===== config.mk =====
export PLATFORM = sky130hd
export DESIGN_NAME = apb_txn_scheduler_flat
export DESIGN_NICKNAME = d
export VERILOG_FILES = /design/src/rtl/apb_txn_scheduler_if.sv /design/src/rtl/apb_txn_scheduler.sv /design/src/flat_wrapper.sv
export SDC_FILE = /design/constraint.sdc
export NUM_CORES = 1
export LEC_CHECK = 0
export BUFFER_PORTS_ARGS = -buffer_cell sky130_fd_sc_hd__buf_4
export CAP_MARGIN = 15
export CORE_ASPECT_RATIO = 0.8
export CORE_MARGIN = 10
export CORE_UTILIZATION = 40
export CTS_BUF_LIST = sky130_fd_sc_hd__clkbuf_8 sky130_fd_sc_hd__clkbuf_16
export DETAILED_ROUTE_END_ITERATION = 12
export PLACE_DENSITY = 0.76
export SETUP_SLACK_MARGIN = 0.1
export SKIP_LAST_GASP = 1
export SYNTH_ARGS = -nofsm -noshare
export SYNTH_HDL_FRONTEND = slang
export SYNTH_SLANG_ARGS = --single-unit

===== constraint.sdc =====
create_clock -name clk -period 3.9 [get_ports clk]
set_clock_uncertainty 0.15 [all_clocks]
set_input_delay 0.585 -clock clk [delete_from_list [all_inputs] [get_ports clk]]
set_output_delay 0.585 -clock clk [all_outputs]
set_load 0.01 [all_outputs]

===== src/rtl/apb_txn_scheduler_if.sv =====
// Purpose : bundles the scheduler's burst-request, data-return and handler-command signals.
// Latency : n/a (signal bundle only).
// Backpressure: n/a; master = scheduler side, slave = front-ends/handler side.
// Ports   : write/read burst requests+grants, write FIFO head/pop, read beat return,
//           write response, and the single-beat command/completion handshake to the handler.
interface apb_txn_scheduler_if #(
    parameter int ADDR_WIDTH = 32,
    parameter int DATA_WIDTH = 32,
    parameter int LEN_WIDTH  = 4
);
    logic                  wr_req_i;
    logic [ADDR_WIDTH-1:0] wr_addr_i;
    logic [LEN_WIDTH-1:0]  wr_len_i;
    logic                  wr_gnt_o;
    logic [DATA_WIDTH-1:0] wdata_i;
    logic                  wdata_valid_i;
    logic                  wdata_rden_o;
    logic                  rd_req_i;
    logic [ADDR_WIDTH-1:0] rd_addr_i;
    logic [LEN_WIDTH-1:0]  rd_len_i;
    logic                  rd_gnt_o;
    logic [DATA_WIDTH-1:0] rdata_o;
    logic                  rdata_valid_o;
    logic                  rdata_last_o;
    logic                  rdata_err_o;
    logic                  wresp_valid_o;
    logic                  wresp_err_o;
    logic                  wr_trans_o;
    logic                  rd_trans_o;
    logic [ADDR_WIDTH-1:0] trans_addr_o;
    logic [DATA_WIDTH-1:0] trans_data_o;
    logic [3:0]            burst_len_o;
    logic                  trans_done_i;
    logic                  trans_error_i;
    logic [DATA_WIDTH-1:0] read_data_i;

    modport master (
        input  wr_req_i, wr_addr_i, wr_len_i, wdata_i, wdata_valid_i,
        input  rd_req_i, rd_addr_i, rd_len_i,
        input  trans_done_i, trans_error_i, read_data_i,
        output wr_gnt_o, wdata_rden_o, rd_gnt_o,
        output rdata_o, rdata_valid_o, rdata_last_o, rdata_err_o,
        output wresp_valid_o, wresp_err_o,
        output wr_trans_o, rd_trans_o, trans_addr_o, trans_data_o, burst_len_o
    );

    modport slave (
        output wr_req_i, wr_addr_i, wr_len_i, wdata_i, wdata_valid_i,
        output rd_req_i, rd_addr_i, rd_len_i,
        output trans_done_i, trans_error_i, read_data_i,
        input  wr_gnt_o, wdata_rden_o, rd_gnt_o,
        input  rdata_o, rdata_valid_o, rdata_last_o, rdata_err_o,
        input  wresp_valid_o, wresp_err_o,
        input  wr_trans_o, rd_trans_o, trans_addr_o, trans_data_o, burst_len_o
    );
endinterface


===== src/rtl/apb_txn_scheduler.sv =====
// Purpose : round-robin arbiter + burst sequencer feeding single-beat commands to the APB handler.
// Latency : req->grant 1 cycle, grant->command 1 (read) / 2 (write) cycles, done->next command 1/2 cycles.
// Backpressure: write beats stall without limit on an empty FIFO; losing requester waits; handler watchdogged.
// Ports   : clk, rst (sync, active-high); bus = apb_txn_scheduler_if master modport. Interface widths
//           must match this module's ADDR_WIDTH/DATA_WIDTH/LEN_WIDTH.
module apb_txn_scheduler #(
    parameter int ADDR_WIDTH = 32,
    parameter int DATA_WIDTH = 32,
    parameter int LEN_WIDTH  = 4,
    parameter int TIMEOUT    = 255
) (
    input  logic                clk,
    input  logic                rst,
    apb_txn_scheduler_if.master bus
);
    typedef enum logic [2:0] {IDLE, GRANT, WAIT_DATA, ISSUE, WAIT_DONE, RESP} state_t;

    localparam logic [9:0] WD_LAST = 10'(TIMEOUT - 1);

    state_t                state;
    logic                  prio_wr;
    logic                  is_wr;
    logic [ADDR_WIDTH-1:0] addr;
    logic [LEN_WIDTH-1:0]  len;
    logic [LEN_WIDTH-1:0]  beat_cnt;
    logic                  err_acc;
    logic [9:0]            wd;

    logic                  wr_gnt_r, rd_gnt_r, wr_trans_r, rd_trans_r;
    logic                  rdata_valid_r, rdata_last_r, rdata_err_r;
    logic                  wresp_valid_r, wresp_err_r;
    logic [DATA_WIDTH-1:0] rdata_r, trans_data_r;
    logic [ADDR_WIDTH-1:0] trans_addr_r;

    // A watchdog expiry stands in for a completion with error and zero data.
    logic                  wd_expired, beat_done, beat_err, last_beat, wr_win;
    logic [DATA_WIDTH-1:0] beat_data;

    assign wd_expired = (wd == WD_LAST);
    assign beat_done  = bus.trans_done_i || wd_expired;
    assign beat_err   = bus.trans_done_i ? bus.trans_error_i : 1'b1;
    assign beat_data  = bus.trans_done_i ? bus.read_data_i : '0;
    assign last_beat  = (beat_cnt == len);
    assign wr_win     = bus.wr_req_i && (!bus.rd_req_i || prio_wr);

    // Command/grant/response outputs are set on the edge entering the state they belong to,
    // so they are registered yet line up with that state's cycle.
    always_ff @(posedge clk) begin
        if (rst) begin
            state         <= IDLE;
            prio_wr       <= 1'b1;
            is_wr         <= 1'b0;
            addr          <= '0;
            len           <= '0;
            beat_cnt      <= '0;
            err_acc       <= 1'b0;
            wd            <= '0;
            wr_gnt_r      <= 1'b0;
            rd_gnt_r      <= 1'b0;
            wr_trans_r    <= 1'b0;
            rd_trans_r    <= 1'b0;
            rdata_valid_r <= 1'b0;
            rdata_last_r  <= 1'b0;
            rdata_err_r   <= 1'b0;
            wresp_valid_r <= 1'b0;
            wresp_err_r   <= 1'b0;
            rdata_r       <= '0;
            trans_data_r  <= '0;
            trans_addr_r  <= '0;
        end else begin
            wr_gnt_r      <= 1'b0;
            rd_gnt_r      <= 1'b0;
            wr_trans_r    <= 1'b0;
            rd_trans_r    <= 1'b0;
            rdata_valid_r <= 1'b0;
            rdata_last_r  <= 1'b0;
            rdata_err_r   <= 1'b0;
            wresp_valid_r <= 1'b0;
            wresp_err_r   <= 1'b0;
            case (state)
                IDLE: begin
                    if (bus.wr_req_i || bus.rd_req_i) begin
                        is_wr    <= wr_win;
                        addr     <= wr_win ? bus.wr_addr_i : bus.rd_addr_i;
                        len      <= wr_win ? bus.wr_len_i : bus.rd_len_i;
                        prio_wr  <= !wr_win;   // priority moves to the side that lost
                        wr_gnt_r <= wr_win;
                        rd_gnt_r <= !wr_win;
                        state    <= GRANT;
                    end
                end
                GRANT: begin
                    beat_cnt <= '0;
                    err_acc  <= 1'b0;
                    if (is_wr) begin
                        state <= WAIT_DATA;
                    end else begin
                        rd_trans_r   <= 1'b1;
                        trans_addr_r <= addr;
                        state        <= ISSUE;
                    end
                end
                WAIT_DATA: begin
                    if (bus.wdata_valid_i) begin
                        trans_data_r <= bus.wdata_i;
                        trans_addr_r <= addr;
                        wr_trans_r   <= 1'b1;
                        state        <= ISSUE;
                    end
                end
                ISSUE: begin
                    wd    <= '0;
                    state <= WAIT_DONE;
                end
                WAIT_DONE: begin
                    if (beat_done) begin
                        err_acc <= err_acc | beat_err;
                        if (!is_wr) begin
                            rdata_valid_r <= 1'b1;
                            rdata_r       <= beat_data;
                            rdata_err_r   <= beat_err;
                            rdata_last_r  <= last_beat;
                        end
                        if (last_beat) begin
                            if (is_wr) begin
                                wresp_valid_r <= 1'b1;
                                wresp_err_r   <= err_acc | beat_err;
                                state         <= RESP;
                            end else begin
                                state <= IDLE;
                            end
                        end else begin
                            beat_cnt <= beat_cnt + LEN_WIDTH'(1);
                            addr     <= addr + ADDR_WIDTH'(4);
                            if (is_wr) begin
                                state <= WAIT_DATA;
                            end else begin
                                rd_trans_r   <= 1'b1;
                                trans_addr_r <= addr + ADDR_WIDTH'(4);
                                state        <= ISSUE;
                            end
                        end
                    end else begin
                        wd <= wd + 10'd1;
                    end
                end
                RESP: begin
                    state <= IDLE;
                end
                default: state <= IDLE;
            endcase
        end
    end

    assign bus.wdata_rden_o  = (state == WAIT_DATA) && bus.wdata_valid_i;
    assign bus.wr_gnt_o      = wr_gnt_r;
    assign bus.rd_gnt_o      = rd_gnt_r;
    assign bus.wr_trans_o    = wr_trans_r;
    assign bus.rd_trans_o    = rd_trans_r;
    assign bus.trans_addr_o  = trans_addr_r;
    assign bus.trans_data_o  = trans_data_r;
    assign bus.burst_len_o   = 4'd0;
    assign bus.rdata_o       = rdata_r;
    assign bus.rdata_valid_o = rdata_valid_r;
    assign bus.rdata_last_o  = rdata_last_r;
    assign bus.rdata_err_o   = rdata_err_r;
    assign bus.wresp_valid_o = wresp_valid_r;
    assign bus.wresp_err_o   = wresp_err_r;
endmodule


===== src/flat_wrapper.sv =====
// flat-port wrapper written by rule: the top's interface ports become plain ports
module apb_txn_scheduler_flat 
#(
    parameter int ADDR_WIDTH = 32,
    parameter int DATA_WIDTH = 32,
    parameter int LEN_WIDTH  = 4,
    parameter int TIMEOUT    = 255
)
  (clk, rst, bus_wr_req_i, bus_wr_addr_i, bus_wr_len_i, bus_wdata_i, bus_wdata_valid_i, bus_rd_req_i, bus_rd_addr_i, bus_rd_len_i, bus_trans_done_i, bus_trans_error_i, bus_read_data_i, bus_wr_gnt_o, bus_wdata_rden_o, bus_rd_gnt_o, bus_rdata_o, bus_rdata_valid_o, bus_rdata_last_o, bus_rdata_err_o, bus_wresp_valid_o, bus_wresp_err_o, bus_wr_trans_o, bus_rd_trans_o, bus_trans_addr_o, bus_trans_data_o, bus_burst_len_o);
  apb_txn_scheduler_if #(.ADDR_WIDTH(ADDR_WIDTH), .DATA_WIDTH(DATA_WIDTH), .LEN_WIDTH(LEN_WIDTH)) bus_i ();
  input  logic clk;
  input  logic rst;
  input wire logic [$bits(bus_i.wr_req_i)-1:0] bus_wr_req_i;
  input wire logic [$bits(bus_i.wr_addr_i)-1:0] bus_wr_addr_i;
  input wire logic [$bits(bus_i.wr_len_i)-1:0] bus_wr_len_i;
  input wire logic [$bits(bus_i.wdata_i)-1:0] bus_wdata_i;
  input wire logic [$bits(bus_i.wdata_valid_i)-1:0] bus_wdata_valid_i;
  input wire logic [$bits(bus_i.rd_req_i)-1:0] bus_rd_req_i;
  input wire logic [$bits(bus_i.rd_addr_i)-1:0] bus_rd_addr_i;
  input wire logic [$bits(bus_i.rd_len_i)-1:0] bus_rd_len_i;
  input wire logic [$bits(bus_i.trans_done_i)-1:0] bus_trans_done_i;
  input wire logic [$bits(bus_i.trans_error_i)-1:0] bus_trans_error_i;
  input wire logic [$bits(bus_i.read_data_i)-1:0] bus_read_data_i;
  output wire logic [$bits(bus_i.wr_gnt_o)-1:0] bus_wr_gnt_o;
  output wire logic [$bits(bus_i.wdata_rden_o)-1:0] bus_wdata_rden_o;
  output wire logic [$bits(bus_i.rd_gnt_o)-1:0] bus_rd_gnt_o;
  output wire logic [$bits(bus_i.rdata_o)-1:0] bus_rdata_o;
  output wire logic [$bits(bus_i.rdata_valid_o)-1:0] bus_rdata_valid_o;
  output wire logic [$bits(bus_i.rdata_last_o)-1:0] bus_rdata_last_o;
  output wire logic [$bits(bus_i.rdata_err_o)-1:0] bus_rdata_err_o;
  output wire logic [$bits(bus_i.wresp_valid_o)-1:0] bus_wresp_valid_o;
  output wire logic [$bits(bus_i.wresp_err_o)-1:0] bus_wresp_err_o;
  output wire logic [$bits(bus_i.wr_trans_o)-1:0] bus_wr_trans_o;
  output wire logic [$bits(bus_i.rd_trans_o)-1:0] bus_rd_trans_o;
  output wire logic [$bits(bus_i.trans_addr_o)-1:0] bus_trans_addr_o;
  output wire logic [$bits(bus_i.trans_data_o)-1:0] bus_trans_data_o;
  output wire logic [$bits(bus_i.burst_len_o)-1:0] bus_burst_len_o;
  assign bus_i.wr_req_i = bus_wr_req_i;
  assign bus_i.wr_addr_i = bus_wr_addr_i;
  assign bus_i.wr_len_i = bus_wr_len_i;
  assign bus_i.wdata_i = bus_wdata_i;
  assign bus_i.wdata_valid_i = bus_wdata_valid_i;
  assign bus_i.rd_req_i = bus_rd_req_i;
  assign bus_i.rd_addr_i = bus_rd_addr_i;
  assign bus_i.rd_len_i = bus_rd_len_i;
  assign bus_i.trans_done_i = bus_trans_done_i;
  assign bus_i.trans_error_i = bus_trans_error_i;
  assign bus_i.read_data_i = bus_read_data_i;
  assign bus_wr_gnt_o = bus_i.wr_gnt_o;
  assign bus_wdata_rden_o = bus_i.wdata_rden_o;
  assign bus_rd_gnt_o = bus_i.rd_gnt_o;
  assign bus_rdata_o = bus_i.rdata_o;
  assign bus_rdata_valid_o = bus_i.rdata_valid_o;
  assign bus_rdata_last_o = bus_i.rdata_last_o;
  assign bus_rdata_err_o = bus_i.rdata_err_o;
  assign bus_wresp_valid_o = bus_i.wresp_valid_o;
  assign bus_wresp_err_o = bus_i.wresp_err_o;
  assign bus_wr_trans_o = bus_i.wr_trans_o;
  assign bus_rd_trans_o = bus_i.rd_trans_o;
  assign bus_trans_addr_o = bus_i.trans_addr_o;
  assign bus_trans_data_o = bus_i.trans_data_o;
  assign bus_burst_len_o = bus_i.burst_len_o;
  apb_txn_scheduler #(.ADDR_WIDTH(ADDR_WIDTH), .DATA_WIDTH(DATA_WIDTH), .LEN_WIDTH(LEN_WIDTH), .TIMEOUT(TIMEOUT)) u_core (.clk(clk), .rst(rst), .bus(bus_i));
endmodule

[Yosys cells after proc, flatten, opt, wreduce, memory -nomap -nowiden]
Index checks and enable logic that the tools add are counted.
Operators by class
  bitwise gates (word level): 8
  multipliers: 0
  reduce and logical (&&, ||, !) cells: 27
  mux-type cells: 34
  divide/modulo/power cells: 0
  magnitude comparators: 0
  shift operators: 0
  equality and inequality tests: 13
  add/subtract/negate cells: 3
Operators by type and width (number)
  32-bit 2-to-1 mux: 10
  32-bit one-hot mux with 3 select lines: 1
  32-bit one-hot mux with 2 select lines: 1
  32-bit by 3-bit adder with 32-bit output, second input constant: 1
  10-bit one-hot mux with 2 select lines: 1
  3-bit 2-to-1 mux: 5
  3-bit one-hot mux with 5 select lines: 1
  4-bit 2-to-1 mux: 3
  10-bit by 1-bit adder with 10-bit output, second input constant: 1
  10-bit by 8-bit == test with 1-bit output, second input constant: 1
  10-bit 2-to-1 mux: 1
  2-bit inequality test, second input constant: 5
  3-bit AND reduction: 3
  1-bit 2-to-1 mux: 8
  4-bit one-hot mux with 2 select lines: 1
  2-bit AND reduction: 4
  4-bit OR reduction: 2
  1-bit NOT: 7
  3-bit by 2-bit == test with 1-bit output, second input constant: 2
  6-bit AND reduction: 1
  2-bit nonzero test: 3
  3-bit OR reduction: 2
  5-bit OR reduction: 1
  4-bit by 1-bit adder with 4-bit output, second input constant: 1
  other kinds (13): 19
Word-level totals
  register bits after elaboration: 161
  latch bits: 0
  memories kept: 0
  bits in writable memories: 0
  output and inout bits: 110
  bits in read-only memories: 0

[Logic depth before layout (Yosys ltp)]
Gate-level depths: netlist (run 1).
  depth in word-level cells: 6
  mapped depth: 9

[Least setup slack after synthesis (run 1)]
Ideal clock, no wire load.
  kind: register to register
  start: register u_core.state[0]
  end: register u_core.addr[31]
  arrival time: 2081 ps
  stages on the path, launching flop included: 8
  path slack: 1566 ps
  clock period less this slack: 2334 ps
  cell sequence: dfxtp_1 -> or3b_1 -> buf_2 -> nor4_4 -> nand2_2 -> or3_4 -> o211a_1 -> a2111oi_2
Between the ends
  longest elaborated chain between the ends: 3
RTL lines
  start, declared: line apb_txn_scheduler.sv:20  | state_t state;
  start signal, assigned: line apb_txn_scheduler.sv:50  | state <= IDLE;
  start signal, assigned: line apb_txn_scheduler.sv:89  | state <= GRANT;
  start signal, assigned: line apb_txn_scheduler.sv:96  | state <= WAIT_DATA;
  3-bit == test / 3-bit zero test (equally long branches): line apb_txn_scheduler.sv:80  | case (state)
  2-bit inequality test (no source line), or another cell as far along
  4-bit AND reduction (no source line)
  end signal, assigned: line apb_txn_scheduler.sv:84  | addr <= wr_win ? bus.wr_addr_i : bus.rd_addr_i;
  end signal, assigned: line apb_txn_scheduler.sv:134  | addr <= addr + ADDR_WIDTH'(4);
  end, declared: line apb_txn_scheduler.sv:23  | logic [ADDR_WIDTH-1:0] addr;
Several ways; a longest one is shown, not always the timed one.
A chain may end at the register's enable or synchronous reset.

[Worst setup path after layout (run 1)]
  start: register u_core.state[1]
  end: output bus_wdata_rden_o
Between the ends
  longest elaborated chain between the ends: 2
RTL lines
  3-bit by 2-bit == test with 1-bit output: line apb_txn_scheduler.sv:155  | assign bus.wdata_rden_o = (state == WAIT_DATA) && bus.wdata_valid_i;
  1-bit logical AND: line apb_txn_scheduler.sv:155
  end, declared: line flat_wrapper.sv:25  | output wire logic [$bits(bus_i.wdata_rden_o)-1:0] bus_wdata_rden_o;
No other way between the ends.

==> reports/qor.yml, run 1 <==
cp-start-kind: "register"
grt_pass1_vias: 6967
fin_util: 0.547
yosysWarnings: 0
grt_max_degree: 85
tritoncts_num_sinks: 161
syn_inst: 904
cp.arrival_ps: 2360
drv_slew: 0
rsz0062_at_grt: "false"
cts-buffers-inserted: 17
grt_overflow: 0
crit_family: "buffers and inverters"
gp_congestion: 0.899
tightest_slew_ps: 933
min-delay-start: "bus_read_data_i[29]"
cts.htree.levels: 4
syn_area_um2: 7370
drt_iter0_markers: 719
cp_max_fo: 35
die_w_um: 172
r2r-end: "u_core.addr[31]"
r2r_start: "u_core.state[2]"
crit_path_cell_trace: "nand2_1, or3_1, buf_4, clkinv_1, buf_4, buf_4"
drive_gt1_frac: 0.273
postSynth.asyncResetShare: 0
routed_wl_mm: 24.1
whs_endpoint: "u_core.bus.rdata_o[29]"
synth-edff-count: 0
viasPerCell: 5.36
crit_buf_inv: 4
clock_latency_ps: 420
cts_tree: "built"
finalSetupTns_ps: 0
ir_drop_mv: 0.334
fmax_mhz: 323
dieArea_um2: 24300
ys_ff_latch: 161
io_pins: 253
drt_pass1_iterations: 5
setup_viol: 0
placed_area_um2: 9370
hp-class: "primary input to register"
fin_crit_sh: 0.793
min_period_ps: 3090
syn_to_final_growth_pct: 34.5
rows: 44
crit_path_frequent_cell: "buf_4"
worstHoldPathCells: 2
die_h_um: 141
power.density_nw_per_um2: 562
nNetsFinal: 1266
ant_nets: 0
core_area_um2: 18100
ys_types: 57
initial_utilization: 0.407
finalPower_mw: 5.57
holdWs_ps: 219
synthFlopType: "dfxtp_1"
slew_headroom: 0.377
drc: 0
syn_avg_cell_area_um2: 8.15
antenna_found_initial: 0
num_antenna_cells: 0
maxCapViolations: 0
grt_pass1_wl_mm: 37.4
worstPathRequired_ps: 3160
grt_util_all_layers: 0.190
cts-root-buf: "clkbuf_16"
cpPeakStageDelay_ps: 550
layout_common_cells: "264 x buf_4, 161 x dfxtp_1, 135 x nand2_1, 91 x a21oi_1, 81 x nor2_1"
crit_type: "register to output pin"
leakagePower_nw: 4.01
status: "finished clean"
layout_commonest_cell: "buf_4"
hold_viol_final: 0
wl_per_cell_um: 17.7
post_cts_resized: 0
clk_pin_slew_worst_paths_ps: 60
end_kind: "output pin"
hold_buffers: 0
fin_area_um2: 9910
place_hpwl_mm: 17.9
vias: 7282
postCtsSetupBuffers: 0
io_buffer_count: 248
reg2reg_slack_ps: 1020
ys_seq_area_frac: 0.438
ff2ff_path_depth: 7
fillerInstances: 1668
slowest_stage: "dfxtp_1"
clockBufferDepth: 2
layout make-up:
class / instances / area, um^2 / share of cell area
Multi-Input combinational cell: 659 / 3820 / 0.386
Sequential cell: 161 / 3220 / 0.325
Timing Repair Buffer: 264 / 1980 / 0.200
Clock buffer: 18 / 439 / 0.0443
Tap cell: 230 / 288 / 0.0290
Clock inverter: 13 / 100 / 0.0101
Inverter: 14 / 52.6 / 0.00530
registers in the layout (all words and copies together), names as in the netlist, 3 cells and up:
register / cells
u_core.wd: 10
u_core.bus.trans_data_o: 32
u_core.len: 4
u_core.addr: 32
u_core.bus.rdata_o: 32
u_core.state: 3
u_core.bus.trans_addr_o: 32
u_core.beat_cnt: 4
Yosys cell counts (9+ instances only):
| library cell | instances | area share |
|---|---|---|
| dfxtp_1 | 161 | 0.44 |
| nand2_1 | 135 | 0.069 |
| a21oi_1 | 92 | 0.063 |
| nor2_1 | 81 | 0.041 |
| clkbuf_1 | 59 | 0.030 |
| o21ai_0 | 48 | 0.033 |
| xnor2_1 | 33 | 0.039 |
| a22o_1 | 32 | 0.038 |
| a211oi_1 | 31 | 0.032 |
| nor3_1 | 31 | 0.021 |
| mux2i_1 | 17 | 0.023 |
| nand3_1 | 17 | 0.012 |
| inv_1 | 13 | 0.0066 |
| nand4_1 | 10 | 0.0085 |
| nor4_1 | 10 | 0.0085 |
| o22ai_1 | 10 | 0.0085 |
| a31oi_1 | 9 | 0.0076 |
cell families after synthesis:
family | after synthesis | share of synthesized area
and+or+nand+nor | 336 | 0.213
muxes | 18 | 0.0246
DFF | 161 | 0.438
xor gates and xnor gates | 40 | 0.0476
adders and majority gates | 6 | 0.0102
buffers and inverters | 87 | 0.0474
AOI/OAI and AO/OA | 255 | 0.219
other | 1 | 0.000509
metal layers:
metal / GRT usage / part of all wire / vias up
li1: - / - / 3619
met1: 0.242 / 0.43 / 3365
met2: 0.300 / 0.47 / 269
met3: 0.0538 / 0.085 / 29
met4: 0.0667 / 0.020 / 0
met5: 0 / 0 / -
per-stage QoR:
| stage | setup WS (ps) | cells |
|---|---|---|
| final | 807 | 1359 |
| after global routing | 616 | 1359 |
| after CTS | 789 | 1359 |
| after detailed placement | 1000 | 1328 |
| after global placement | 1160 | 1328 |
| after floorplan | 1570 | 907 |
report_power, final:
group          internal [mW]  total [mW]  switching [mW]
Clock                  0.879        1.54           0.663
Combinational          0.771        1.82            1.05
Sequential              1.92        2.21           0.285
Total                   3.57        5.57            2.00
worst max path at each step:
stage | end | cells after the start | start
after floorplan | u_core.addr[31] | 7 | u_core.state[0]
after global placement | u_core.addr[31] | 7 | u_core.state[2]
after detailed placement | u_core.addr[31] | 7 | u_core.state[2]
after CTS | bus_wdata_rden_o | 6 | u_core.state[1]
after global routing | bus_wdata_rden_o | 6 | u_core.state[1]
final | bus_wdata_rden_o | 6 | u_core.state[1]
(Power assumes the default switching activity.)
==> inputs of run 2 (changes only) <==
==> constraint.sdc (replaced) <==
create_clock -name clk -period 2.9 [get_ports clk]
set_clock_uncertainty 0.15 [all_clocks]
set_input_delay 0.435 -clock clk [delete_from_list [all_inputs] [get_ports clk]]
set_output_delay 0.435 -clock clk [all_outputs]
set_load 0.01 [all_outputs]
==> run 2 against run 1 <==
  * Flip-flop and latch count is the same
  * Sequential share of layout area fell by 0.73 points
  * First-iteration DRC count decreased by 2.5%
  * Sequential power grew 33%
  * Wire length grew 1.4%
  * Setup slack worse by 520 ps
  * Worst hold slack lost 150 ps
  * Via count rose by 3.1%
  * Non-clock buffer count up 17
  * Clock power up 55%
  * Power rose by 42%
==> reports/qor.yml, run 2 (synthesized netlist as in run 1, its figures left out) <==
syn_to_final_growth_pct: 37.7
cp-start-kind: "register"
worstHoldPathCells: 2
ant_nets: 0
finalSetupTns_ps: 0
postCtsSetupBuffers: 0
layout_common_cells: "280 x buf_4, 160 x dfxtp_1, 135 x nand2_1, 91 x a21oi_1, 81 x nor2_1"
drv_slew: 0
cp.arrival_ps: 2030
drt_iter0_markers: 701
core_area_um2: 18100
cp_max_fo: 35
maxCapViolations: 0
viasPerCell: 5.45
place_hpwl_mm: 18.4
clockBufferDepth: 2
dieArea_um2: 24300
wl_per_cell_um: 17.7
gp_congestion: 0.906
hp-class: "primary input to register"
clock_latency_ps: 430
power.density_nw_per_um2: 781
io_buffer_count: 248
layout_commonest_cell: "buf_4"
grt_overflow: 0
antenna_found_initial: 0
fillerInstances: 1673
crit_type: "register to output pin"
status: "finished clean"
r2r-end: "u_core.bus.trans_addr_o[29]"
cts-root-buf: "clkbuf_16"
r2r_start: "u_core.state[0]"
ir_drop_mv: 0.380
vias: 7507
ff2ff_path_depth: 7
die_w_um: 172
worstPathRequired_ps: 2320
io_pins: 253
slew_headroom: 0.599
fin_util: 0.560
die_h_um: 141
nNetsFinal: 1283
setup_viol: 0
whs_endpoint: "u_core.bus.rdata_o[13]"
routed_wl_mm: 24.4
hold_viol_final: 0
leakagePower_nw: 4.14
clk_pin_slew_worst_paths_ps: 60
drc: 0
tritoncts_num_sinks: 161
cts.htree.levels: 4
grt_pass1_vias: 7052
num_antenna_cells: 0
drt_pass1_iterations: 5
grt_pass1_wl_mm: 37.3
min-delay-start: "bus_read_data_i[13]"
cts-buffers-inserted: 17
initial_utilization: 0.407
cts_tree: "built"
rsz0062_at_grt: "false"
min_period_ps: 2610
fmax_mhz: 383
end_kind: "output pin"
fin_crit_sh: 0.901
rows: 44
grt_max_degree: 79
tightest_slew_ps: 600
reg2reg_slack_ps: 390
grt_util_all_layers: 0.190
drive_gt1_frac: 0.286
==> run 2: changes by cell type in the layout (fill, tap and decap cells not counted) <==
| cell | before | now |
|---|---|---|
| buf_4 | 264 | 280 |
| clkinv_4 | 1 | 5 |
| bufinv_16 | 1 | 4 |
| clkinv_2 | 4 | 1 |
| clkinvlp_4 | 4 | 2 |
| buf_12 | 0 | 1 |
| dfxtp_1 | 161 | 160 |
| dfxtp_2 | 0 | 1 |
| inv_1 | 16 | 15 |
==> run 2: what timing repair did <==
| action | CTS | global route |
|---|---|---|
| gates resized for setup | 0 | 1 |
| setup endpoints to repair | 0 | 1 |
| hold buffers | 0 | 0 |
| hold endpoints to repair | 0 | 0 |
==> run 2: critical path: stages, from the launching register on <==
cell and delay (ps):
dfxtp_1 380, buf_4 190, or3_1 390, clkinv_1 80
buf_4 350, buf_4 200
==> run 2: layout make-up <==
type	count	area [um^2]	share of cell area
clock inverters	14	191	0.0189
repair buffers	281	2120	0.209
multi-input cells	659	3820	0.377
inverters	14	52.6	0.00518
clock buffers	18	439	0.0433
flip-flops and latches	161	3220	0.318
well taps	230	288	0.0284
==> run 2: worst max path at each step <==
| stage | startpoint | end | slack, ps | depth (start not counted) |
|---|---|---|---|---|
| after floorplan | u_core.state[0] | u_core.addr[31] | 570 | 7 |
| after CTS | u_core.state[1] | bus_wdata_rden_o | 150 | 5 |
| after detailed placement | u_core.state[1] | u_core.addr[31] | 390 | 6 |
| after global routing | u_core.wd[4] | u_core.bus.trans_addr_o[3] | 170 | 7 |
| final | u_core.state[0] | bus_wdata_rden_o | 290 | 5 |
| after global placement | u_core.state[1] | u_core.addr[31] | 490 | 6 |
==> run 2: layer usage <==
metal / vias to the layer above / global-route usage / wire [um]
li1: 3663 / - / -
met1: 3484 / 0.236 / 10300
met2: 319 / 0.305 / 11400
met3: 41 / 0.0546 / 2100
met4: 0 / 0.0694 / 620
met5: - / 0 / 0
==> run 2: power by group <==
part	internal, mW	switching [mW]
clock network	1.46	0.930
registers	2.59	0.362
logic	1.11	1.47
total	5.15	2.76
==> run 2: metrics by stage <==
stage / instance area (um^2) / worst slack, ps / total power [mW] / hold slack [ps] / instances
after global placement: 9510 / 490 / 5.47 / 292 / 1345
final: 10100 / 287 / 7.92 / 68.4 / 1377
after detailed placement: 9510 / 390 / 5.54 / 298 / 1345
after floorplan: 7380 / 566 / 4.50 / 291 / 907
after global routing: 10100 / 165 / 8.39 / 56.6 / 1377
after CTS: 10100 / 146 / 7.93 / 52.1 / 1377
